**src/rtl/regfile_wb_arbiter_pkg.sv**
```systemverilog
// Shared constants for the register-file writeback arbiter.
// Contents: data width, register count, register index width, and the
// requester IDs used to index the arbiter request/grant vectors.
package regfile_wb_arbiter_pkg;
    localparam int unsigned XLEN    = 32;
    localparam int unsigned NREG    = 32;
    localparam int unsigned RIDX_W  = 5;
    localparam int unsigned NREQ    = 2;
    localparam int unsigned REQ_ALU = 0;
    localparam int unsigned REQ_LSU = 1;
endpackage

```
**src/rtl/rr_arb2.sv**
```systemverilog
// Two-way round-robin arbiter with a last-grant register.
// Ports:
//   clk, reset : clock and async active-high reset
//   req        : request vector, index REQ_ALU / REQ_LSU
//   block      : forces both grants low (pipeline flush)
//   gnt        : combinational one-hot grant; a grant implies a transfer
module rr_arb2
    import regfile_wb_arbiter_pkg::*;
(
    input  logic            clk,
    input  logic            reset,
    input  logic [NREQ-1:0] req,
    input  logic            block,
    output logic [NREQ-1:0] gnt
);

    // Holds the ID of the requester that transferred most recently.
    logic last_q;

    // On a tie the requester that did not win last time is granted.
    always_comb begin
        gnt = '0;
        if (!reset && !block) begin
            if (req[REQ_ALU] && req[REQ_LSU]) begin
                if (last_q == 1'(REQ_LSU)) begin
                    gnt[REQ_ALU] = 1'b1;
                end else begin
                    gnt[REQ_LSU] = 1'b1;
                end
            end else begin
                gnt = req;
            end
        end
    end

    // Last grant moves only when a transfer actually happens.
    always_ff @(posedge clk or posedge reset) begin
        if (reset) begin
            last_q <= 1'(REQ_LSU);
        end else if (|gnt) begin
            last_q <= gnt[REQ_LSU];
        end
    end

endmodule

```
**src/rtl/regfile_wb_arbiter.sv**
```systemverilog
// Writeback arbiter between the ALU and load unit into the register file,
// with a pending-write scoreboard.
// Ports:
//   clk, reset              : clock and async active-high reset
//   alu_valid/ready/rd/data : ALU writeback request (requester 0)
//   lsu_valid/ready/rd/data : load-unit writeback request (requester 1)
//   alloc_valid, alloc_rd   : issue stage marks a destination pending
//   flush                   : blocks grants and clears the scoreboard
//   rd, wEn, data           : registered register-file write port
//   busy                    : scoreboard, bit i = register i write outstanding
module regfile_wb_arbiter #(
    parameter int unsigned XLEN = regfile_wb_arbiter_pkg::XLEN,
    parameter int unsigned NREG = regfile_wb_arbiter_pkg::NREG
) (
    input  logic                                      clk,
    input  logic                                      reset,
    input  logic                                      alu_valid,
    output logic                                      alu_ready,
    input  logic [regfile_wb_arbiter_pkg::RIDX_W-1:0] alu_rd,
    input  logic [XLEN-1:0]                           alu_data,
    input  logic                                      lsu_valid,
    output logic                                      lsu_ready,
    input  logic [regfile_wb_arbiter_pkg::RIDX_W-1:0] lsu_rd,
    input  logic [XLEN-1:0]                           lsu_data,
    input  logic                                      alloc_valid,
    input  logic [regfile_wb_arbiter_pkg::RIDX_W-1:0] alloc_rd,
    input  logic                                      flush,
    output logic [regfile_wb_arbiter_pkg::RIDX_W-1:0] rd,
    output logic                                      wEn,
    output logic [XLEN-1:0]                           data,
    output logic [NREG-1:0]                           busy
);

    import regfile_wb_arbiter_pkg::*;

    logic [NREQ-1:0]   req;
    logic [NREQ-1:0]   gnt;
    logic              xfer;
    logic [RIDX_W-1:0] sel_rd;
    logic [XLEN-1:0]   sel_data;
    logic [NREG-1:0]   busy_next;

    always_comb begin
        req          = '0;
        req[REQ_ALU] = alu_valid;
        req[REQ_LSU] = lsu_valid;
    end

    rr_arb2 u_arb (
        .clk   (clk),
        .reset (reset),
        .req   (req),
        .block (flush),
        .gnt   (gnt)
    );

    assign alu_ready = gnt[REQ_ALU];
    assign lsu_ready = gnt[REQ_LSU];

    // Mux the granted request onto the write path.
    always_comb begin
        xfer     = |gnt;
        sel_rd   = alu_rd;
        sel_data = alu_data;
        if (gnt[REQ_LSU]) begin
            sel_rd   = lsu_rd;
            sel_data = lsu_data;
        end
    end

    // Write-port stage; x0 transfers are accepted but leave rd/data untouched.
    always_ff @(posedge clk or posedge reset) begin
        if (reset) begin
            wEn  <= 1'b0;
            rd   <= '0;
            data <= '0;
        end else begin
            wEn <= xfer && (sel_rd != '0);
            if (xfer && (sel_rd != '0)) begin
                rd   <= sel_rd;
                data <= sel_data;
            end
        end
    end

    // Scoreboard: alloc set overrides a same-cycle write clear; flush wins over both.
    always_comb begin
        busy_next = busy;
        for (int unsigned i = 1; i < NREG; i++) begin
            if (wEn && (rd == RIDX_W'(i))) begin
                busy_next[i] = 1'b0;
            end
            if (alloc_valid && (alloc_rd == RIDX_W'(i))) begin
                busy_next[i] = 1'b1;
            end
        end
        if (flush) begin
            busy_next = '0;
        end
        busy_next[0] = 1'b0;
    end

    always_ff @(posedge clk or posedge reset) begin
        if (reset) begin
            busy <= '0;
        end else begin
            busy <= busy_next;
        end
    end

endmodule

```
**config.mk**
```make
export PLATFORM = sky130hd
export DESIGN_NAME = regfile_wb_arbiter
export DESIGN_NICKNAME = d
export VERILOG_FILES = /design/src/rtl/regfile_wb_arbiter_pkg.sv /design/src/rtl/rr_arb2.sv /design/src/rtl/regfile_wb_arbiter.sv
export SDC_FILE = /design/constraint.sdc
export NUM_CORES = 1
export LEC_CHECK = 0
export ABC_AREA = 0
export CAP_MARGIN = 20
export CORE_MARGIN = 2
export CORE_UTILIZATION = 45
export DETAILED_ROUTE_END_ITERATION = 12
export PLACE_DENSITY = 0.95
export SYNTH_ARGS = -nofsm -noshare
export SYNTH_HDL_FRONTEND = slang
export SYNTH_SLANG_ARGS = --single-unit
```
**constraint.sdc**
```tcl
create_clock -name clk -period 3.2 [get_ports clk]
set_input_delay 0.32 -clock clk [delete_from_list [all_inputs] [get_ports clk]]
set_output_delay 0.32 -clock clk [all_outputs]
set_load 0.01 [all_outputs]
```
==> qor.csv, run 1 <==
stage;metric;value;unit
detailed_routing;routed vias;3709;
floorplan;die area;8380;um2
global_routing;initial antenna violation count;0;
critical_path;CP Launch Point;alu_valid;
floorplan;number of core rows;31;
floorplan;starting density of the core;0.471;
global_routing;met3 Use GR;0.108;
synthesis;post-synth cell types;36;
synthesis;register area share after synthesis;0.508;
critical_path;CP Cell Sequence;clkdlybuf4s50_1, a211oi_1, nand2_1, clkinv_1, clkdlybuf4s50_1;
critical_path;CP max FO;8;
detailed_routing;Post-DRT Antenna Nets;0;
synthesis;mapped cell area;3450;um2
global_routing;GR Util met1;0.315;
cts;hold buffer count at CTS;0;
cells_and_area;antenna fix cells;0;
timing;Final Max Slew Viols;0;
pwr;leakage power;2.08;nW
cts;Num CTS Buffers;9;
timing;Final period util;0.793;
global_routing;vias in the first global route;3714;
worst_hold_path;Hold Path Origin;u_arb.last_q;
placement;GP Congestion;0.909;
floorplan;die height;91.6;um
job;maxcap violations;0;
synthesis;most frequent cells after synthesis;nand2_1, dfrtp_1, a31oi_1, o21ai_0, a21oi_1;
synthesis;Synth area leaders;dfrtp_1, nand2_1, a31oi_1, o21ai_0, a21oi_1;
synthesis;Avg Cell Area, Syn;8.91;um2
detailed_routing;DRC violations left;0;
critical_path;Crit path largest cell delay;0.54;ns
global_routing;largest net degree at the start of global routing;38;
floorplan;die width;91.6;um
critical_path;critical path launch point type;input pin;
cts;Post-CTS Setup Inserts;0;
timing;Tmin final;2.54;ns
critical_path;cell repeated most along the worst path;clkdlybuf4s50_1;
timing;Achievable Freq;0.394;GHz
cts;htree depth;3;
status;outcome;complete, no violations;
placement;IO buf count;155;
global_routing;Remaining Overflow, GRT;0;
timing;Clock Skew;0.0118;ns
critical_path;crit path DAT;2.22;ns
synthesis;Seq cells post-synth;70;
floorplan;core area;7330;um2
synthesis;top-count cell post-synth;nand2_1;
synthesis;top cell type by total area after synthesis;dfrtp_1;
cts;root buffer cell;clkbuf_8;
placement;HPWL after DPL;8260;um
detailed_routing;routed len/inst;17.9;um
timing;RSZ-0062 raised after global routing;false;
global_routing;M2 GR Usage;0.474;
cells_and_area;Area Overhead vs Synth;53.3;%
timing;endpoints failing hold;0;
pwr;Max rail drop VDD;302;uV
synthesis;share of the synthesized area in the top cell type;0.501;
synthesis;Main synth FF type;dfrtp_1;
cts;CTS Sinks;70;
critical_path;Critical Path Sink Type;primary output;
detailed_routing;Vias/cell;5.81;
cts;post_cts resized;0;
detailed_routing;DR pass1 iterations;5;
cells_and_area;Final Instance Count excl. Fillers;638;
critical_path;FF-to-FF Start;u_arb.last_q;
cts;maximum clock path buffer count;2;
critical_path;slowest CP cell;clkdlybuf4s50_1;
floorplan;Boundary Pins;157;
worst_hold_path;min-delay worst type;reg -> reg;
placement;Cells after DPL;623;
timing;headroom to the max-slew limit;0.474;
cts;clk slew on worst S/H paths;0.08;ns
global_routing;GRT Util Overall;0.281;
synthesis;asr flop ratio synth;1.00;
cts;Skew-Pair Late Insertion Delay;0.35;ns
synthesis;post-synthesis instance total;387;
synthesis;EDFF count, synth;0;
global_routing;GRT busiest layer;met2;
detailed_routing;DRT Wirelength;11400;um
critical_path;Worst EP required;2.88;ns
timing;Worst-Margin Slew;0.787;ns
timing;setup_tns;0;ns
cts;CTS tree;done;
synthesis;syn nets;472;
timing;final setup vio count;0;
detailed_routing;Iteration-0 DRC Markers;294;
synthesis;YS warnings;0;
global_routing;first-pass GRT wire length;18400;um
cells_and_area;Post-layout nets;620;
cells_and_area;fraction of layout cells with a size suffix above 1;0.0742;
critical_path;worst setup path class;in -> out;
pwr;Pwr per Cell Area;505;nW/um2
## routing by layer
layer / wire length, um / vias up
li1: - / 1673
met1: 3930 / 1743
met2: 5760 / 269
met3: 1370 / 24
met4: 322 / 0
met5: 0 / -
## power breakdown
part	switching (mW)	total [mW]	internal (mW)
clock	0.344	0.936	0.592
sequential	0.105	1.09	0.984
combinational	0.281	0.645	0.364
## path summary, 6_finish.rpt
check / slack (ns) / endpoint / cells after the start
worst max-delay path: 0.66 / lsu_ready / 5
worst min-delay path: 0.49 / u_arb.last_q / 2
worst max register to register: 1.32 / data[26] / 5
worst min register to register: 0.49 / u_arb.last_q / 2
max in group asynchronous: 1.89 / busy[14] / 3
min in group asynchronous: 0.50 / data[9] / 2
## layout by cell type, fill, tap and decap left out, types with 2 or more instances in the layout
| cell type | instances |
|---|---|
| clkdlybuf4s50_1 | 155 |
| nand2_1 | 105 |
| dfrtp_1 | 69 |
| a31oi_1 | 32 |
| o21ai_0 | 32 |
| a21oi_1 | 31 |
| o22ai_1 | 22 |
| nor2_1 | 13 |
| o22ai_2 | 10 |
| clkbuf_8 | 9 |
| buf_4 | 7 |
| nand2b_1 | 6 |
| nand3_1 | 6 |
| nor2b_1 | 5 |
| nor3_1 | 4 |
| bufinv_16 | 4 |
| a211oi_1 | 3 |
| mux2i_1 | 3 |
| or4_4 | 2 |
| or2_2 | 2 |
| o2bb2ai_1 | 2 |
| clkinvlp_4 | 2 |
## registers in the layout, summed over array words and instances, names as in the netlist
register,count
rd,5
u_arb.last_q,1
data,32
wEn,1
busy,31
## through the flow
| stage | hold slack [ns] | total power, mW | util | instance area (um2) | worst slack (ns) |
|---|---|---|---|---|---|
| final | 0.490 | 2.67 | 0.721 | 5290 | 0.663 |
| after global routing | 0.502 | 2.78 | 0.721 | 5290 | 0.575 |
| after CTS | 0.482 | 2.68 | 0.721 | 5290 | 0.685 |
| after detailed placement | 0.469 | 1.74 | 0.686 | 5030 | 0.500 |
| after global placement | 0.466 | 1.72 | 0.686 | 5030 | 0.598 |
| after floorplan | 0.450 | 1.35 | - | 3450 | 1.11 |
## worst max-delay path: cells and delay by family
kind	cells	cell delay, ns
buffers and inverters	3	1.20
AO/OA/AOI/OAI	1	0.38
AND/OR/NAND/NOR	1	0.31
## logic make-up (layout without fill, tap and decap cells)
logic type / Yosys count / after routing / share of synthesized area
compound gates: 137 / 137 / 0.254
other cells: 1 / 1 / 0.00109
buf+inv: 28 / 180 / 0.0464
simple gates: 148 / 148 / 0.182
flops: 70 / 70 / 0.508
mux: 3 / 3 / 0.00871
## layout make-up
cell class              count  area [um2]
clock buffers               9         124
inverters                   3        11.3
fillers                   506        2040
well taps                  99         124
repair buffers            162        1600
clock inverters             6         135
flip-flops and latches     70        1750
multi-input cells         289        1540
Power figures use the tool's default switching activity.
==> inputs of run 2 (changes only) <==
--- a/config.mk
+++ b/config.mk
@@ -8,9 +8,9 @@
 export ABC_AREA = 0
 export CAP_MARGIN = 20
 export CORE_MARGIN = 2
-export CORE_UTILIZATION = 45
+export CORE_UTILIZATION = 42
 export DETAILED_ROUTE_END_ITERATION = 12
-export PLACE_DENSITY = 0.95
+export PLACE_DENSITY = 0.9
 export SYNTH_ARGS = -nofsm -noshare
 export SYNTH_HDL_FRONTEND = slang
 export SYNTH_SLANG_ARGS = --single-unit
==> constraint.sdc (replaced) <==
create_clock -name clk -period 2.66 [get_ports clk]
set_input_delay 0.266 -clock clk [delete_from_list [all_inputs] [get_ports clk]]
set_output_delay 0.266 -clock clk [all_outputs]
set_load 0.01 [all_outputs]
==> qor.csv, run 2 (synthesis gave the netlist of run 1 again) <==
stage;metric;value;unit;change
cts;post_cts resized;0;;unchanged
pwr;Pwr per Cell Area;578;nW/um2;+15%
cells_and_area;fraction of layout cells with a size suffix above 1;0.0793;;+0.00512
floorplan;die width;94.6;um;+3.4%
timing;endpoints failing hold;0;;unchanged
job;maxcap violations;0;;unchanged
status;outcome;complete, no violations;;
cts;CTS Sinks;70;;unchanged
critical_path;CP Launch Point;alu_valid;;
floorplan;core area;8090;um2;+10%
critical_path;CP endpoint;lsu_ready;;
timing;Worst-Margin Slew;0.653;ns;-0.134 ns
cells_and_area;Most flops, register;data;;
timing;headroom to the max-slew limit;0.563;;+0.0891
detailed_routing;DRC violations left;0;;unchanged
timing;final setup vio count;0;;unchanged
floorplan;Boundary Pins;157;;unchanged
global_routing;Remaining Overflow, GRT;0;;unchanged
global_routing;GRT Util Overall;0.269;;-0.0115
floorplan;number of core rows;33;;+6.5%
timing;Achievable Freq;0.454;GHz;
cts;clk slew on worst S/H paths;0.08;ns;about the same
critical_path;worst setup path class;in -> out;;
placement;GP Congestion;0.973;;+7.1%
cts;htree depth;3;;unchanged
detailed_routing;Iteration-0 DRC Markers;263;;-11%
cts;Post-CTS Setup Inserts;0;;unchanged
cells_and_area;area of the multi-input gates;1540;um2;unchanged
cts;maximum clock path buffer count;2;;unchanged
cells_and_area;Area Overhead vs Synth;53.2;%;about the same
floorplan;die height;94.6;um;+3.4%
timing;fin worst setup slack;0.456;ns;-0.207 ns
timing;Final period util;0.829;;
global_routing;vias in the first global route;3729;;+0.40%
cts;Num CTS Buffers;9;;unchanged
cts;CTS tree;done;;
critical_path;crit path DAT;1.94;ns;-0.28 ns
detailed_routing;DRT Wirelength;11700;um;+2.4%
cells_and_area;antenna fix cells;0;;unchanged
critical_path;CP max FO;5;;-3
critical_path;R2R Path End;data[15];;
cells_and_area;register area;1750;um2;unchanged
placement;IO buf count;155;;unchanged
global_routing;first-pass GRT wire length;18500;um;+0.60%
timing;setup_tns;0;ns;unchanged
floorplan;die area;8950;um2;+6.8%
critical_path;Critical Path Sink Type;primary output;;
global_routing;largest net degree at the start of global routing;38;;unchanged
timing;Final Max Slew Viols;0;;unchanged
timing;RSZ-0062 raised after global routing;false;;
cts;hold buffer count at CTS;0;;unchanged
detailed_routing;Vias/cell;5.90;;+1.5%
critical_path;R2R Setup Slk;0.89;ns;-0.43 ns
critical_path;Worst R2R Path Depth;5;;unchanged
detailed_routing;routed len/inst;18.0;um;+1.0%
floorplan;starting density of the core;0.426;;-0.0443
cells_and_area;commonest non-fill, non-tap cell in the layout;clkdlybuf4s50_1;;
placement;HPWL after DPL;8600;um;+4.1%
cells_and_area;fillcell total;650;;+28%
critical_path;critical path launch point type;input pin;;
detailed_routing;Post-DRT Antenna Nets;0;;unchanged
global_routing;initial antenna violation count;0;;unchanged
cells_and_area;Post-layout nets;622;;+0.32%
detailed_routing;routed vias;3817;;+2.9%
detailed_routing;DR pass1 iterations;5;;unchanged
cells_and_area;max FFs per register;32;;unchanged
cells_and_area;most frequent cells in the layout;clkdlybuf4s50_1, nand2_1, dfrtp_1;;
timing;Clock Skew;0.00881;ns;-0.00298 ns
timing;Tmin final;2.20;ns;
critical_path;Worst EP required;2.39;ns;-0.49 ns
cells_and_area;top flop regs;data: 32 flops, busy: 31 flops, rd: 5 flops;;
cts;root buffer cell;clkbuf_8;;
cts;Skew-Pair Late Insertion Delay;0.34;ns;about the same
worst_hold_path;min-delay worst type;in -> async;;
pwr;Max rail drop VDD;326;uV;+7.9%
pwr;leakage power;2.08;nW;about the same
critical_path;FF-to-FF Start;u_arb.last_q;;
placement;pre-CTS setup slack;0.267;ns;-0.233 ns
-- run 2: worst max-delay path, stage by stage --
cell and delay (ns):
clkdlybuf4s50_1 0.52, a211oi_1 0.35, nand2_1 0.16, clkinv_1 0.08
clkdlybuf4s50_1 0.56
-- run 2: metal layers --
| layer | part of all wire | global-route usage | vias to the layer above |
|---|---|---|---|
| met4 | 0.025 | 0.0930 | 0 |
| met3 | 0.11 | 0.0894 | 30 |
| met1 | 0.36 | 0.321 | 1832 |
| met2 | 0.50 | 0.457 | 271 |
| li1 | - | - | 1684 |
| met5 | 0 | 0 | - |
-- run 2: how the worst min path moves through the flow --
| stage | start | endpoint | cells past startpoint |
|---|---|---|---|
| after detailed placement | u_arb.last_q | u_arb.last_q | 2 |
| after floorplan | lsu_data[0] | data[0] | 2 |
| after global placement | u_arb.last_q | u_arb.last_q | 2 |
| after global routing | reset | data[8] | 3 |
| final | reset | data[8] | 3 |
| after CTS | reset | data[8] | 3 |
-- run 2: report_power, final --
part	leakage (nW)	switching (mW)	internal [mW]
registers	0.866	0.127	1.18
clock network	0.106	0.432	0.531
logic	1.11	0.342	0.441
-- run 2: cell type report --
cell class,count,area share
flip-flops and latches,70,0.332
repair buffers,164,0.309
multi-input cells,289,0.291
well taps,105,0.0249
clock buffers,9,0.0234
clock inverters,7,0.0185
inverters,3,0.00213
-- run 2: metrics by stage --
stage	hold WS (ns)	cell area [um2]	utilization	std cells	total power, mW
5_1_grt	0.449	5290	0.653	647	3.19
4_1_cts	0.413	5290	0.653	647	3.06
6_report	0.400	5290	0.653	647	3.06
2_1_floorplan	0.417	3450	-	387	1.63
3_3_place_gp	0.470	5060	0.626	631	2.07
3_5_place_dp	0.474	5060	0.626	631	2.10
